`src/rtl/priv_plic_lite_pkg.sv`:
```
// Shared types and register map for the lightweight platform interrupt controller.
// Privilege encodings follow the mstatus.MPP layout.
package priv_plic_lite_pkg;

  typedef enum logic [1:0] {
    IDLE    = 2'd0,
    REQ     = 2'd1,
    CLAIMED = 2'd2
  } plic_state_t;

  localparam logic [7:0] ADDR_PRIO_BASE = 8'h00;
  localparam logic [7:0] ADDR_ENABLE    = 8'h40;
  localparam logic [7:0] ADDR_DELEG     = 8'h41;
  localparam logic [7:0] ADDR_THRESHOLD = 8'h42;
  localparam logic [7:0] ADDR_PENDING   = 8'h43;
  localparam logic [7:0] ADDR_CLAIM     = 8'h44;

  localparam logic [1:0] PRIV_U = 2'd0;
  localparam logic [1:0] PRIV_S = 2'd1;
  localparam logic [1:0] PRIV_M = 2'd3;

endpackage

```
`src/rtl/priv_plic_prio_sel.sv`:
```
// Combinational arbiter: picks the eligible source with the highest priority,
// lowest ID on ties, and reports the mode it is delegated to.
module priv_plic_prio_sel #(
  parameter int NUM_SRC = 16,
  parameter int PRIO_W  = 3,
  parameter int ID_W    = 5
) (
  input  logic [NUM_SRC:1]             elig,
  input  logic [NUM_SRC:1][PRIO_W-1:0] prio,
  input  logic [NUM_SRC:1]             deleg,
  output logic                         valid,
  output logic [ID_W-1:0]              id,
  output logic                         target
);

  logic [PRIO_W-1:0] best;

  // Strict greater-than while scanning upward keeps the lowest ID on ties.
  always_comb begin
    valid  = 1'b0;
    id     = '0;
    target = 1'b0;
    best   = '0;
    for (int i = 1; i <= NUM_SRC; i++) begin
      if (elig[i] && (!valid || prio[i] > best)) begin
        valid  = 1'b1;
        best   = prio[i];
        id     = ID_W'(i);
        target = deleg[i];
      end
    end
  end

endmodule

```
`src/rtl/priv_1_12_plic_lite.sv`:
```
// Platform interrupt controller: per-source gateways, priority/threshold gating,
// M/S delegation and a claim/complete handshake toward the priv unit.
module priv_1_12_plic_lite
  import priv_plic_lite_pkg::*;
#(
  parameter int                 NUM_SRC    = 16,
  parameter int                 PRIO_W     = 3,
  parameter logic [NUM_SRC-1:0] LEVEL_MASK = '0,
  localparam int                ID_W       = $clog2(NUM_SRC + 1)
) (
  input  logic               CLK,
  input  logic               nRST,
  input  logic [NUM_SRC-1:0] src_irq,
  input  logic [1:0]         curr_priv,
  input  logic               m_ie,
  input  logic               s_ie,
  input  logic               cfg_we,
  input  logic [7:0]         cfg_addr,
  input  logic [31:0]        cfg_wdata,
  output logic [31:0]        cfg_rdata,
  output logic               intr_req,
  output logic               intr_target,
  output logic [ID_W-1:0]    intr_id,
  input  logic               intr_ack
);

  logic [NUM_SRC:1][PRIO_W-1:0] prio_q;
  logic [NUM_SRC:1]             enable_q, deleg_q, pending_q, in_service_q;
  logic [NUM_SRC:1]             pending_n, in_service_n, elig;
  logic [NUM_SRC-1:0]           src_prev_q;
  logic [PRIO_W-1:0]            thr_q;

  plic_state_t     state_q, state_n;
  logic [ID_W-1:0] held_id_q, held_id_n, claimed_id_q, claimed_id_n;
  logic            held_tgt_q, held_tgt_n;
  logic            held_elig, claim, complete, m_ok, s_ok;
  logic            sel_valid, sel_tgt;
  logic [ID_W-1:0] sel_id;

  assign claim    = (state_q == REQ) && intr_ack;
  assign complete = cfg_we && (cfg_addr == ADDR_CLAIM) && (state_q == CLAIMED) &&
                    (cfg_wdata == 32'(claimed_id_q));

  always_ff @(posedge CLK or negedge nRST) begin
    if (!nRST) begin
      prio_q   <= '0;
      enable_q <= '0;
      deleg_q  <= '0;
      thr_q    <= '0;
    end else if (cfg_we) begin
      for (int i = 1; i <= NUM_SRC; i++)
        if (cfg_addr == ADDR_PRIO_BASE + 8'(i)) prio_q[i] <= cfg_wdata[PRIO_W-1:0];
      if (cfg_addr == ADDR_ENABLE)    enable_q <= cfg_wdata[NUM_SRC:1];
      if (cfg_addr == ADDR_DELEG)     deleg_q  <= cfg_wdata[NUM_SRC:1];
      if (cfg_addr == ADDR_THRESHOLD) thr_q    <= cfg_wdata[PRIO_W-1:0];
    end
  end

  // Gateways: a rising edge in the ack cycle re-arms pending; level sources
  // stop tracking their line while in service.
  always_comb begin
    pending_n    = '0;
    in_service_n = in_service_q;
    for (int i = 1; i <= NUM_SRC; i++) begin
      if (LEVEL_MASK[i-1])
        pending_n[i] = (claim && held_id_q == ID_W'(i)) ? 1'b0 :
                       (in_service_q[i] ? pending_q[i] : src_irq[i-1]);
      else
        pending_n[i] = (pending_q[i] && !(claim && held_id_q == ID_W'(i))) ||
                       (src_irq[i-1] && !src_prev_q[i-1]);
      if (claim && held_id_q == ID_W'(i))         in_service_n[i] = 1'b1;
      if (complete && claimed_id_q == ID_W'(i))  in_service_n[i] = 1'b0;
    end
  end

  always_ff @(posedge CLK or negedge nRST) begin
    if (!nRST) begin
      pending_q    <= '0;
      in_service_q <= '0;
      src_prev_q   <= '0;
    end else begin
      pending_q    <= pending_n;
      in_service_q <= in_service_n;
      src_prev_q   <= src_irq;
    end
  end

  assign m_ok = (curr_priv != PRIV_M) || m_ie;
  assign s_ok = (curr_priv == PRIV_U) || ((curr_priv == PRIV_S) && s_ie);

  always_comb begin
    elig      = '0;
    held_elig = 1'b0;
    for (int i = 1; i <= NUM_SRC; i++) begin
      elig[i] = pending_q[i] && enable_q[i] && (prio_q[i] > thr_q) &&
                (prio_q[i] != '0) && (deleg_q[i] ? s_ok : m_ok);
      if (held_id_q == ID_W'(i)) held_elig = elig[i];
    end
  end

  priv_plic_prio_sel #(
    .NUM_SRC (NUM_SRC),
    .PRIO_W  (PRIO_W),
    .ID_W    (ID_W)
  ) u_sel (
    .elig   (elig),
    .prio   (prio_q),
    .deleg  (deleg_q),
    .valid  (sel_valid),
    .id     (sel_id),
    .target (sel_tgt)
  );

  always_ff @(posedge CLK or negedge nRST) begin
    if (!nRST) begin
      state_q      <= IDLE;
      held_id_q    <= '0;
      held_tgt_q   <= 1'b0;
      claimed_id_q <= '0;
    end else begin
      state_q      <= state_n;
      held_id_q    <= held_id_n;
      held_tgt_q   <= held_tgt_n;
      claimed_id_q <= claimed_id_n;
    end
  end

  // Ack beats retraction: the priv unit already took the trap on this request.
  always_comb begin
    state_n      = state_q;
    held_id_n    = held_id_q;
    held_tgt_n   = held_tgt_q;
    claimed_id_n = claimed_id_q;
    case (state_q)
      IDLE: begin
        if (sel_valid) begin
          state_n    = REQ;
          held_id_n  = sel_id;
          held_tgt_n = sel_tgt;
        end
      end
      REQ: begin
        if (intr_ack) begin
          state_n      = CLAIMED;
          claimed_id_n = held_id_q;
        end else if (!held_elig) begin
          state_n = IDLE;
        end
      end
      CLAIMED: begin
        if (complete) begin
          state_n      = IDLE;
          claimed_id_n = '0;
        end
      end
      default: state_n = IDLE;
    endcase
  end

  always_comb begin
    intr_req    = (state_q == REQ);
    intr_id     = intr_req ? held_id_q : '0;
    intr_target = intr_req && held_tgt_q;
  end

  always_comb begin
    cfg_rdata = '0;
    case (cfg_addr)
      ADDR_ENABLE:    cfg_rdata[NUM_SRC:0] = {enable_q, 1'b0};
      ADDR_DELEG:     cfg_rdata[NUM_SRC:0] = {deleg_q, 1'b0};
      ADDR_THRESHOLD: cfg_rdata[PRIO_W-1:0] = thr_q;
      ADDR_PENDING:   cfg_rdata[NUM_SRC:0] = {pending_q, 1'b0};
      ADDR_CLAIM:     if (state_q == CLAIMED) cfg_rdata[ID_W-1:0] = claimed_id_q;
      default: begin
        for (int i = 1; i <= NUM_SRC; i++)
          if (cfg_addr == ADDR_PRIO_BASE + 8'(i)) cfg_rdata[PRIO_W-1:0] = prio_q[i];
      end
    endcase
  end

endmodule
```
`config.mk`:
```
export PLATFORM = sky130hd
export DESIGN_NAME = priv_1_12_plic_lite
export DESIGN_NICKNAME = d
export VERILOG_FILES = /design/src/rtl/priv_plic_lite_pkg.sv /design/src/rtl/priv_plic_prio_sel.sv /design/src/rtl/priv_1_12_plic_lite.sv
export SDC_FILE = /design/constraint.sdc
export NUM_CORES = 1
export LEC_CHECK = 0
export ABC_CLOCK_PERIOD_IN_PS = 29500
export BUFFER_PORTS_ARGS = -buffer_cell sky130_fd_sc_hd__buf_2
export CAP_MARGIN = 40
export CORE_ASPECT_RATIO = 0.8
export CORE_MARGIN = 5
export CORE_UTILIZATION = 40
export DETAILED_ROUTE_END_ITERATION = 10
export SYNTH_ARGS = -nofsm -noshare
export SYNTH_HDL_FRONTEND = slang
export SYNTH_SLANG_ARGS = --single-unit
export TNS_END_PERCENT = 30
```
`constraint.sdc`:
```
create_clock -name CLK -period 29.5 [get_ports CLK]
set_clock_uncertainty 0.2 [all_clocks]
set_input_delay 7.375 -clock CLK [delete_from_list [all_inputs] [get_ports CLK]]
set_output_delay 7.375 -clock CLK [all_outputs]
set_load 0.005 [all_outputs]
```
==> summary.md <==
| Metric | Value |
|---|---|
| Path type of the worst min-delay path | `flip-flop to flip-flop` |
| Max Fclk | `between 30 and 40 MHz` |
| Worst-Margin Slew | `about 1.1 ns` |
| Core Util, Final | `0.475` |
| Crit path DAT | `28.43 ns` |
| Clock slew at reported path FFs | `about 0.05 ns` |
| Post-synth EDFFs | `0` |
| Layout area overhead | `17.6%` |
| Seq/Total Area, Yosys | `0.327` |
| Die area | `between 20000 and 30000 um2` |
| R2r setup slk | `~7.2 ns` |
| Io pins | `between 100 and 150` |
| Synthesized instance count | `1049` |
| Leakage | `5.16 nW` |
| Site Rows | `51` |
| I/O Buffers | `between 80 and 90` |
| Number of global-route vias before repair | `8542` |
| Max VDD drop | `approximately 35 uV` |
| MaxCap Viol Count | `0` |
| First-pass GRT wire length | `50600 um` |
| Pwr dens | `between 40 and 50 nW/um2` |
| Detail Route Antenna Nets | `0` |
| Netlist cell types | `87` |
| Die Span Y | `150 um` |
| Commonest non-fill, non-tap cells in the layout | `dfrtp_1 (128), mux2_2 (91), ha_1 (86), buf_2 (86), o21ai_0 (79)` |
| Crit start category | `primary input` |
| Routability cong. | `approximately 0.94` |
| Die width | `roughly 180 um` |
| Deepest clock path buffer count | `2` |
| CTS Hold Bufs | `0` |
| Final setup viols | `0` |
| Most common cell after layout, fill and taps aside | `dfrtp_1` |
| Dpl cells | `1447` |
| Clock Tree Root | `clkbuf_16` |
| Global Route Usage Sum | `0.237` |
| Share of cells above drive strength 1 | `0.271` |
| # diodes | `0` |
| Crit path max fanout | `11` |
| Asr flop ratio synth | `1.00` |
| Sink Count | `128` |
| Non-filler instance count after layout | `1489` |
| Synth top area cells | `dfrtp_1 (33%), ha_1 (11%), mux2_2 (10%)` |
| Synth Warn # | `0` |
| Top-area cell type share of the netlist area | `0.327` |
| CP dominant cell by count | `ha_1` |
| Clock Latency Late Sink | `about 0.43 ns` |
| Yosys reg bits | `approximately 130` |
| Final wirelength | `around 33000 um` |
| Drt pass-1 iters | `5` |
| Core ar. | `between 20000 and 25000 um2` |
| Slew margin rel. | `0.276` |
| Final Critical Period | `between 20 and 30 ns` |
| Cell family with most CP delay | `compound AO/OA/AOI/OAI gates` |
| Initial antenna violation count | `0` |
| Post-synth top area cell | `dfrtp_1` |
| Status | `finished clean` |
| Final net count | `around 1300` |
| WL per Instance | `roughly 22 um` |
| Final HPWL DP | `about 25000 um` |
| Vias/cell | `roughly 6` |
| Drt drc | `0` |
| Post-Layout Inst Area | `~12000 um2` |
| Fill cells | `~2300` |
| Slew Limit Fails | `0` |
| Fin. Hold Viols | `0` |
| Area after DPL | `~11000 um2` |
| Initial Util | `0.404` |
| Setup TNS | `0 ns` |
| Avg Inst Size Synth | `roughly 9.3 um2` |
| Grt ovf | `0` |
| Bufs and invs on worst path | `8` |
| Synth Cell Area | `between 9000 and 10000 um2` |
| Largest net degree at the start of global routing | `65` |
| Worst setup EP type | `flip-flop` |
| Ys flop type | `dfrtp_1` |
| Vias | `~9000` |
| H-tree depth | `4` |
| CTS tree | `built` |
| Crit-path slowest cell | `or3_4` |
| CTS buffer count | `17` |
| Crit Path Class | `primary input to flip-flop` |
| CP max stage delay | `~0.43 ns` |
| DR iter-0 viols | `737` |
| CP required | `29.60 ns` |
| Fin crit share | `0.960` |
-- path summary, 6_finish.rpt --
check,from,endpoint,cells past startpoint
worst min-delay path,src_prev_q[14],pending_q[15],1
worst max register to register,thr_q[1],held_tgt_q,119
worst max-delay path,curr_priv[0],held_tgt_q,117
worst min register to register,src_prev_q[14],pending_q[15],1
max in group asynchronous,nRST,pending_q[14],3
min in group asynchronous,nRST,enable_q[2],1
-- cells by family (layout without fill, tap and decap cells) --
kind of cell               after synthesis  after routing  synth area share
xor gates and xnor gates                 5              5           0.00447
adders and majority gates               87             87             0.111
AOI/OAI and AO/OA                      296            296             0.216
other                                    1             15          0.000383
DFF                                    128            128             0.327
and+or+nand+nor                        298            298             0.153
buffers and inverters                  118            226            0.0529
muxes                                  116            116             0.135
-- cells in the mapped netlist, types with 11 or more instances --
cell type  number
mux2i_1        21
and3_1         13
clkbuf_1       34
nor2b_1        24
nor2_1         67
a22oi_1        12
nor3_1         18
o21a_1         13
a21oi_1        54
nand2_1        76
nand3_1        28
mux2_2         91
nor4_1         11
o21ai_0        87
dfrtp_1       128
buf_4          16
ha_1           86
inv_1          63
o311ai_0       13
-- area by class of cell --
type | instances | area (um2) | area share
flip-flops and latches | 128 | 3200 | 0.278
well taps | 318 | 398 | 0.0345
clock buffers | 24 | 482 | 0.0418
clock inverters | 7 | 60.1 | 0.00521
repair buffers | 131 | 806 | 0.0699
inverters | 64 | 240 | 0.0209
multi-input cells | 817 | 6330 | 0.550
-- what timing repair did --
item                       in CTS  in global routing
gates resized for setup         5                 42
pin swaps                       2                 17
setup buffers                   1                 10
setup endpoints to repair       4                  6
-- power by group --
part / switching (mW) / internal (mW)
clock: 0.0742 / 0.121
sequential: 0.0217 / 0.187
combinational: 0.0444 / 0.0347
total: 0.140 / 0.342
-- layer usage --
layer,GRT usage,vias to the layer above,routed length [um]
li1,-,4154,-
met1,0.351,4354,15400
met2,0.350,414,14300
met3,0.0469,50,2850
met4,0.0712,0,731
met5,0,-,0
-- registers in the layout, summed over array words and instances (netlist names), 3 cells and up --
signal / count
prio_q: 48
src_prev_q: 16
claimed_id_q: 5
thr_q: 3
enable_q: 16
held_id_q: 5
deleg_q: 16
pending_q: 16
-- stage by stage --
step | hold WS, ns | setup slack [ns] | power, mW
after floorplan | 0.200 | 0.0349 | 0.253
after global placement | 0.204 | -0.000973 | 0.284
after detailed placement | 0.207 | -0.703 | 0.286
after CTS | 0.214 | 0.0496 | 0.480
after global routing | 0.224 | -0.227 | 0.502
final | 0.211 | 1.18 | 0.482
Power figures use the tool's default switching activity.
